===== config.mk =====
export PLATFORM = sky130hd
export DESIGN_NAME = muldiv_seq
export DESIGN_NICKNAME = d
export VERILOG_FILES = /design/src/rtl/muldiv_seq.sv
export SDC_FILE = /design/constraint.sdc
export NUM_CORES = 1
export LEC_CHECK = 0
export CORE_AREA = 4 4 207 209
export CTS_CLUSTER_DIAMETER = 100
export CTS_CLUSTER_SIZE = 24
export DETAILED_ROUTE_END_ITERATION = 16
export DIE_AREA = 0 0 211 213
export DONT_BUFFER_PORTS = 1
export MAX_ROUTING_LAYER = met4
export PLACE_DENSITY_LB_ADDON = 0.1
export SYNTH_ARGS = -nofsm -noshare
export SYNTH_HDL_FRONTEND = slang
export SYNTH_SLANG_ARGS = --single-unit

===== constraint.sdc =====
create_clock -name clk -period 4.3 [get_ports clk]
set_input_delay 0.86 -clock clk [delete_from_list [all_inputs] [get_ports clk]]
set_output_delay 0.86 -clock clk [all_outputs]
set_load 0.02 [all_outputs]

===== src/rtl/muldiv_seq.sv =====
`default_nettype none
// +--------------------------------------------------------------------------+
// | Module      : muldiv_seq                                                 |
// | Description : Execute-stage sequencer for the multi-cycle multiply and   |
// |               divide units. Resolves trivial divide cases locally, runs  |
// |               the level-held valid/done handshake otherwise, stalls the  |
// |               pipeline while busy and holds the result until accepted.   |
// | Revision    : 1.0  initial release                                       |
// +--------------------------------------------------------------------------+
module muldiv_seq #(
  parameter int TIMEOUT = 200,
  parameter int CNT_W   = 8
) (
  input  logic             clk,
  input  logic             reset,
  input  logic             in_valid,
  input  logic [2:0]       in_op,
  input  logic             in_word,
  input  logic [63:0]      in_a,
  input  logic [63:0]      in_b,
  input  logic             flush,
  input  logic             out_ready,
  output logic             out_valid,
  output logic [63:0]      out_result,
  output logic             stall,
  output logic             mul_valid,
  output logic             div_valid,
  output logic             div_signed,
  output logic [63:0]      u_a,
  output logic [63:0]      u_b,
  input  logic             mul_done,
  input  logic [63:0]      mul_res,
  input  logic             div_done,
  input  logic [63:0]      div_quot,
  input  logic [63:0]      div_rem,
  output logic [CNT_W-1:0] busy_cnt,
  output logic             err_o
);

  typedef enum logic [1:0] {
    S_IDLE = 2'd0,
    S_BUSY = 2'd1,
    S_DONE = 2'd2
  } state_t;

  localparam logic [2:0]       c_OP_MUL  = 3'd0;
  localparam logic [2:0]       c_OP_DIV  = 3'd1;
  localparam logic [2:0]       c_OP_REM  = 3'd2;
  localparam logic [2:0]       c_OP_DIVU = 3'd3;
  localparam logic [2:0]       c_OP_REMU = 3'd4;
  localparam logic [CNT_W-1:0] c_TIMEOUT = CNT_W'(TIMEOUT);

  state_t            r_state;
  logic              r_word;
  logic              r_is_rem;
  logic              r_unit_div;
  logic              r_out_valid;
  logic              r_mul_valid;
  logic              r_div_valid;
  logic              r_div_signed;
  logic              r_err;
  logic [63:0]       r_ua;
  logic [63:0]       r_ub;
  logic [63:0]       r_res;
  logic [CNT_W-1:0]  r_busy_cnt;

  logic              w_sext_op;
  logic              w_is_div;
  logic              w_is_rem;
  logic              w_sdiv;
  logic              w_illegal;
  logic [63:0]       w_a;
  logic [63:0]       w_b;
  logic [63:0]       w_min;
  logic              w_b_zero;
  logic              w_ovf;
  logic              w_fast;
  logic [63:0]       w_fast_res;
  logic              w_sel_done;
  logic [63:0]       w_sel_res;
  logic              w_timeout;

  // W results are the low word sign-extended; applied once at capture time
  function automatic logic [63:0] f_word_adj(input logic [63:0] v, input logic w);
    f_word_adj = w ? {{32{v[31]}}, v[31:0]} : v;
  endfunction

  // Decode the incoming op and prepare operands / fast-path result
  always_comb begin
    w_sext_op  = (in_op == c_OP_MUL) | (in_op == c_OP_DIV) | (in_op == c_OP_REM);
    w_is_div   = (in_op == c_OP_DIV) | (in_op == c_OP_REM) |
                 (in_op == c_OP_DIVU) | (in_op == c_OP_REMU);
    w_is_rem   = (in_op == c_OP_REM) | (in_op == c_OP_REMU);
    w_sdiv     = (in_op == c_OP_DIV) | (in_op == c_OP_REM);
    w_illegal  = (in_op > c_OP_REMU);
    w_a        = in_a;
    w_b        = in_b;
    if (in_word) begin
      w_a = w_sext_op ? {{32{in_a[31]}}, in_a[31:0]} : {32'd0, in_a[31:0]};
      w_b = w_sext_op ? {{32{in_b[31]}}, in_b[31:0]} : {32'd0, in_b[31:0]};
    end
    w_min      = in_word ? 64'hFFFF_FFFF_8000_0000 : 64'h8000_0000_0000_0000;
    w_b_zero   = (w_b == 64'd0);
    w_ovf      = w_sdiv & (w_a == w_min) & (w_b == {64{1'b1}});
    w_fast     = w_illegal | (w_is_div & (w_b_zero | w_ovf));
    w_fast_res = 64'd0;
    if (w_illegal) begin
      w_fast_res = 64'd0;
    end else if (w_b_zero) begin
      w_fast_res = w_is_rem ? w_a : {64{1'b1}};
    end else if (w_ovf) begin
      w_fast_res = w_is_rem ? 64'd0 : w_min;
    end
  end

  // Only the unit selected at accept time may complete the op
  assign w_sel_done = r_unit_div ? div_done : mul_done;
  assign w_sel_res  = r_unit_div ? (r_is_rem ? div_rem : div_quot) : mul_res;
  assign w_timeout  = (r_busy_cnt == c_TIMEOUT);

  // Pipeline freeze request; a flush always releases the pipeline
  assign stall = ~flush & (((r_state == S_IDLE) & in_valid) |
                           (r_state == S_BUSY) |
                           ((r_state == S_DONE) & ~out_ready));

  assign out_valid  = r_out_valid;
  assign out_result = r_res;
  assign mul_valid  = r_mul_valid;
  assign div_valid  = r_div_valid;
  assign div_signed = r_div_signed;
  assign u_a        = r_ua;
  assign u_b        = r_ub;
  assign busy_cnt   = r_busy_cnt;
  assign err_o      = r_err;

  // Sequencer state machine with registered handshake and result outputs
  always_ff @(posedge clk) begin
    if (reset) begin
      r_state      <= S_IDLE;
      r_word       <= 1'b0;
      r_is_rem     <= 1'b0;
      r_unit_div   <= 1'b0;
      r_out_valid  <= 1'b0;
      r_mul_valid  <= 1'b0;
      r_div_valid  <= 1'b0;
      r_div_signed <= 1'b0;
      r_err        <= 1'b0;
      r_ua         <= 64'd0;
      r_ub         <= 64'd0;
      r_res        <= 64'd0;
      r_busy_cnt   <= '0;
    end else if (flush) begin
      r_state     <= S_IDLE;
      r_out_valid <= 1'b0;
      r_mul_valid <= 1'b0;
      r_div_valid <= 1'b0;
    end else begin
      case (r_state)
        S_IDLE: begin
          if (in_valid) begin
            r_ua         <= w_a;
            r_ub         <= w_b;
            r_word       <= in_word;
            r_is_rem     <= w_is_rem;
            r_unit_div   <= w_is_div;
            r_div_signed <= w_sdiv;
            if (w_fast) begin
              r_res       <= f_word_adj(w_fast_res, in_word);
              r_out_valid <= 1'b1;
              r_state     <= S_DONE;
            end else begin
              r_busy_cnt  <= '0;
              r_mul_valid <= ~w_is_div;
              r_div_valid <= w_is_div;
              r_state     <= S_BUSY;
            end
          end
        end
        S_BUSY: begin
          if (w_sel_done) begin
            r_res       <= f_word_adj(w_sel_res, r_word);
            r_mul_valid <= 1'b0;
            r_div_valid <= 1'b0;
            r_out_valid <= 1'b1;
            r_state     <= S_DONE;
          end else if (w_timeout) begin
            r_err       <= 1'b1;
            r_res       <= 64'd0;
            r_mul_valid <= 1'b0;
            r_div_valid <= 1'b0;
            r_out_valid <= 1'b1;
            r_state     <= S_DONE;
          end else begin
            r_busy_cnt  <= r_busy_cnt + 1'b1;
          end
        end
        S_DONE: begin
          if (out_ready) begin
            r_out_valid <= 1'b0;
            r_state     <= S_IDLE;
          end
        end
        default: begin
          r_out_valid <= 1'b0;
          r_mul_valid <= 1'b0;
          r_div_valid <= 1'b0;
          r_state     <= S_IDLE;
        end
      endcase
    end
  end

endmodule
`default_nettype wire

==> results of run 1 <==
[path summary, 6_finish.rpt]
path / depth (start not counted) / slack [ns] / from / end
hold reg to reg: 2 / 0.56 / u_a[0]$_SDFFE_PP0P_ / u_a[0]$_SDFFE_PP0P_
hold / removal: 1 / 0.43 / reset / err_o$_SDFFE_PP0P_
setup reg to reg: 10 / 1.03 / busy_cnt[0]$_SDFFE_PP0P_ / out_result[54]$_SDFFE_PP0P_
setup / recovery: 9 / 0.33 / in_a[0] / out_result[54]$_SDFFE_PP0P_
[worst max-delay path, delay by kind of cell]
family                 cells  cell delay (ns)
AOI/OAI and AO/OA          3             1.34
and+or+nand+nor            4             1.63
buffers and inverters      2             0.47
[flip-flops by register name (all words and copies together), names as in the netlist, 2 cells and up]
| name | cells |
|---|---|
| out_result | 64 |
| u_b | 64 |
| r_state | 2 |
| u_a | 64 |
| busy_cnt | 8 |
[cell families (layout without fill, tap and decap cells)]
family	Yosys count	after routing	synth area share [%]
compound gates	460	460	28.2
xor+xnor	2	2	0.152
fa+ha+maj	2	2	0.217
buf+inv	200	125	6.99
flops	210	210	36.4
mux	66	66	5.74
simple gates	574	574	22.3
[where the power goes]
| group | total [W] | internal, W | leakage (nW) | switching [W] |
|---|---|---|---|---|
| clock | 0.00147 | 0.000664 | 0.224 | 0.000805 |
| sequential | 0.00230 | 0.00206 | 1.72 | 0.000246 |
| combinational | 0.000595 | 0.000223 | 1.85 | 0.000372 |
| total | 0.00437 | 0.00294 | 3.80 | 0.00142 |
[per-stage QoR]
step	hold WS [ns]	cells
after floorplan	0.535	1514
after global placement	0.551	1949
after detailed placement	0.555	1949
after CTS	0.407	1971
after global routing	0.421	1971
final	0.430	1971
[area by class of cell]
| class | count | area (um^2) |
|---|---|---|
| clock buffer | 15 | 375 |
| clock inverter | 7 | 76.3 |
| fill | 4433 | 28400 |
| inverter | 69 | 259 |
| multi-input combinational | 1104 | 6570 |
| sequential | 210 | 4210 |
| tap | 532 | 666 |
| timing repair buffer | 34 | 280 |
[cells in the final DEF (no fill, tap or decap), types with 8 or more instances in the layout]
cell,n
a211o_1,9
a211oi_1,70
a21oi_1,123
a221oi_2,50
a22oi_1,21
a31oi_1,15
buf_4,32
clkbuf_16,15
dfxtp_1,208
inv_1,68
mux2i_1,65
nand2_1,234
nand2b_1,27
nand3_1,11
nand4_1,29
nor2_1,179
nor2b_1,8
nor3_1,16
nor4_1,35
o21ai_0,105
o22ai_1,32
[metal layers]
metal  wire length, um  vias to the layer above
met3              5240                       48
met1             22000                     5298
met2             25100                      487
met4              1250                        0
met5                 0                        -
li1                  -                     5265
==> impl_metrics.json, run 1 <==
{
  "outcome": "complete, no violations",
  "diodes": 0,
  "chipWidth_um": 211,
  "clock-sinks": 210,
  "cpPeakStageDelay_ns": 0.98,
  "clkTransAtPathRegs_ns": 0.10,
  "async_reset_ff_share_pct": 0,
  "post-synth-top-count-cell": "nand2_1",
  "netlist_area_um2": 11500,
  "wl_per_cell_um": 27.2,
  "grt_pass1_wl_um": 76300,
  "cts_tree": "done",
  "grt_antenna_before_repair": 1,
  "fin_area_um2": 12400,
  "place.gp.congestion": 0.873,
  "ys.flop_type": "dfxtp_1",
  "wl_um": 53600,
  "root_buffer": "clkbuf_16",
  "ys_seq_elements": 210,
  "antenna_left": 0,
  "synth_nets": 1847,
  "setup_viol": 0,
  "hp-class": "in -> reg",
  "synth_edf_count": 0,
  "total_power_w": 0.00437,
  "grt_overflow": 0,
  "ir_drop_mv": 0.185,
  "met1_usage_pct": 28.9,
  "vias_per_cell": 5.63,
  "final_layout_size_suffix_gt1_share_pct": 8.90,
  "dpl_cell_area_um2": 12000,
  "start_util_pct": 28.3,
  "cpMaxStageDelayCell": "a211oi_4",
  "synth_area_leader_cell": "dfxtp_1",
  "placement.io_buffers": 0,
  "die_area_um2": 44900,
  "grt_usage_pct": 23.0,
  "clockBufferDepth": 3,
  "p_leak_nw": 3.80,
  "post-cts-setup-buffers": 0,
  "slew_violations": 0,
  "nets": 1766,
  "fin_setup_tns_ns": 0,
  "rows": 74,
  "ys_top_cells_by_count": "236 x nand2_1, 210 x dfxtp_1, 180 x nor2_1, 124 x a21oi_1, 109 x clkbuf_1",
  "seq_area_frac_synth_pct": 36.4,
  "arrival_ns": 4.33,
  "core-area_um2": 40800,
  "place_ws_ns": -0.190,
  "yosysUniqueCellTypes": 58,
  "grt_max_degree": 212,
  "yosys_warnings": 0,
  "drt_iter0_drc": 782,
  "endpoint_kind": "register",
  "drcViolationCount": 0,
  "fin_skew_ns": 0.0182,
  "clkLatencyLatePin_ns": 0.51,
  "clock.fmax_ghz": 0.252,
  "cts_made_buffers": 14,
  "start_kind": "primary input",
  "met2_usage_pct": 36.5,
  "min_period_ns": 3.97,
  "ys_top_cells_by_area": "dfxtp_1 36%, nand2_1 7.7%, a221oi_2 6.5%",
  "crit_fanout": 18,
  "grtUsageMet3_pct": 7.48,
  "hpwl_um": 40100,
  "cts_resized": 0,
  "cts_hold_buf": 0,
  "avgSynthCellArea_um2": 7.62,
  "path_cells": "or4_1, or4_1, nor4_2, buf_4, nand4_2, a31o_4, a211oi_4, buf_4, a221oi_2",
  "max_slew.worst_pin.slew_ns": 1.20,
  "critPathKind": "in -> reg",
  "slew_headroom_pct": 19.9,
  "syn_to_final_growth_pct": 7.82,
  "ios": 537,
  "yosysTopAreaCellShare_pct": 36.4,
  "power.density_nw_per_um2": 351,
  "drv.max_cap_violation_count": 0,
  "cts_max_level": 1,
  "cp.required_ns": 4.66,
  "vias": 11098,
  "grt_pass1_vias": 10835,
  "busiest_layer": "met2",
  "rsz0062_at_grt": "no",
  "fin_util_pct": 30.5,
  "fin_crit_sh_pct": 92.3,
  "finalHoldViolations": 0,
  "syn_inst": 1514,
  "firstDrtPassIters": 5,
  "final.setup.worst_slack_ns": 0.331,
  "dieHeight_um": 213
}
Power figures use the tool's default switching activity.
==> inputs of run 2 (changes only) <==
CORE_AREA = 4 4 210 212   (was 4 4 207 209)
DIE_AREA = 0 0 214 216   (was 0 0 211 213)
SETUP_SLACK_MARGIN = 0.4   (was unset)
==> run 2 against run 1 <==
Compared with the run above: maximum frequency is 10% higher; wire length up 2.2%; critical endpoint is now out_result[1]$_SDFFE_PP0P_; register-to-register slack improved by 0.11 ns; clock power about the same; critical path type unchanged; sequential power hardly changed; final area shrank 0.23%; clock skew up 0.029 ns; flip-flop and latch count did not move.
==> impl_metrics.json, run 2 (synthesis gave the netlist of run 1 again) <==
{
  "setup_viol": 0,
  "critPathKind": "in -> reg",
  "rr_endpoint": "out_result[37]$_SDFFE_PP0P_",
  "cpMaxStageDelayCell": "or4_1",
  "grt_pass1_wl_um": 78600,
  "finalHoldViolations": 0,
  "cts_max_level": 1,
  "nets": 1760,
  "placement.io_buffers": 0,
  "die_area_um2": 46200,
  "crit_fanout": 55,
  "hp-class": "in -> reg",
  "layout_commonest_cell": "nand2_1",
  "grt_pass1_vias": 10849,
  "fill_cells": 4572,
  "firstDrtPassIters": 5,
  "endpoint_kind": "register",
  "power.density_nw_per_um2": 353,
  "ios": 537,
  "min_from": "reset",
  "place_ws_ns": 0.186,
  "syn_to_final_growth_pct": 7.57,
  "dieHeight_um": 216,
  "total_power_w": 0.00438,
  "slew_headroom_pct": 24.7,
  "fin_setup_tns_ns": 0,
  "arrival_ns": 4.01,
  "grt_max_degree": 212,
  "hold_depth": 1,
  "drcViolationCount": 0,
  "clock.fmax_ghz": 0.278,
  "vias": 11108,
  "start_kind": "primary input",
  "root_buffer": "clkbuf_16",
  "grt_antenna_before_repair": 7,
  "wl_um": 54800,
  "fin_skew_ns": 0.0467,
  "p_leak_nw": 3.76,
  "clkLatencyLatePin_ns": 0.53,
  "cts_hold_buf": 0,
  "rr_worst_depth": 8,
  "vias_per_cell": 5.61,
  "cts_resized": 0,
  "path_cells": "or4_1, or4_1, nor4_2, nand4_2, a31o_4, a21o_4, a221oi_1",
  "final.setup.worst_slack_ns": 0.697,
  "clkTransAtPathRegs_ns": 0.10,
  "start_util_pct": 27.5,
  "cp.required_ns": 4.71,
  "final_layout_size_suffix_gt1_share_pct": 8.44,
  "min_period_ns": 3.60,
  "r2r-start": "r_state[1]$_SDFFE_PP0P_",
  "post-cts-setup-buffers": 0,
  "place.gp.congestion": 0.893,
  "fin_crit_sh_pct": 83.8,
  "reg2reg_setup_slack_ns": 1.14,
  "cts_tree": "done",
  "clockBufferDepth": 3,
  "chipWidth_um": 214,
  "antenna_left": 0,
  "drv.max_cap_violation_count": 0,
  "min_to": "u_b[55]$_SDFFE_PP0P_",
  "outcome": "complete, no violations",
  "slew_violations": 0,
  "cts_made_buffers": 14,
  "core-area_um2": 41900,
  "rsz0062_at_grt": "no",
  "wl_per_cell_um": 27.7,
  "grt_overflow": 0,
  "clock-sinks": 210,
  "rows": 75,
  "critPathMostFrequentCell": "or4_1",
  "drt_iter0_drc": 817,
  "cpPeakStageDelay_ns": 0.56,
  "grt_usage_pct": 22.9,
  "final_cell_mix": "234 x nand2_1, 208 x dfxtp_1, 179 x nor2_1",
  "hpwl_um": 41100,
  "ir_drop_mv": 0.180,
  "max_slew.worst_pin.slew_ns": 1.13
}
==> run 2: changes by cell type in the layout (fill, tap and decap cells not counted), moves of 2 or more <==
cell,previous run,this run
diode_2,0,6
clkinv_2,2,0
buf_4,32,26
clkbuf_1,0,2
clkinv_8,3,0
clkinv_4,0,2
==> run 2: layout make-up <==
| cell class | instances | area (um^2) | area share [%] |
|---|---|---|---|
| Antenna cell | 6 | 15.0 | 0.121 |
| Clock buffer | 17 | 383 | 3.08 |
| Clock inverter | 6 | 61.3 | 0.494 |
| Inverter | 69 | 259 | 2.09 |
| Multi-Input combinational cell | 1104 | 6570 | 53.0 |
| Sequential cell | 210 | 4210 | 33.9 |
| Tap cell | 539 | 674 | 5.43 |
| Timing Repair Buffer | 28 | 235 | 1.90 |
==> run 2: worst max-delay path: cells and delay by family <==
| family | cells | cell delay [ns] |
|---|---|---|
| AO/OA/AOI/OAI | 3 | 1.32 |
| AND/OR/NAND/NOR | 4 | 1.74 |
==> run 2: routing by layer <==
metal,track usage [%],routed length [um],vias to the layer above
met4,7.72,1870,0
met5,-,0,-
met3,7.48,4640,68
met2,37.8,26400,458
met1,26.5,21900,5334
li1,-,-,5248
==> run 2: how the worst max path moves through the flow <==
stage	startpoint	to	slack [ns]
final	in_a[0]	out_result[1]$_SDFFE_PP0P_	0.70
after global routing	in_a[0]	out_result[1]$_SDFFE_PP0P_	0.60
after CTS	in_a[0]	out_result[1]$_SDFFE_PP0P_	0.71
after detailed placement	in_a[0]	out_result[2]$_SDFFE_PP0P_	0.19
after global placement	in_a[0]	out_result[3]$_SDFFE_PP0P_	0.26
after floorplan	in_a[0]	out_result[11]$_SDFFE_PP0P_	0.87
==> run 2: per-stage QoR <==
stage               cells  hold slack [ns]  cell area, um^2  utilization (%)
floorplan            1514            0.535            11500                -
global placement     1950            0.549            12000             28.5
detailed placement   1950            0.549            12000             28.5
CTS                  1973            0.389            12400             29.6
global route         1979            0.376            12400             29.6
finish               1979            0.409            12400             29.6
==> run 2: power breakdown <==
group	switching, W	total [W]	internal, W
combinational	0.000373	0.000595	0.000222
clock	0.000815	0.00148	0.000667
sequential	0.000247	0.00230	0.00206
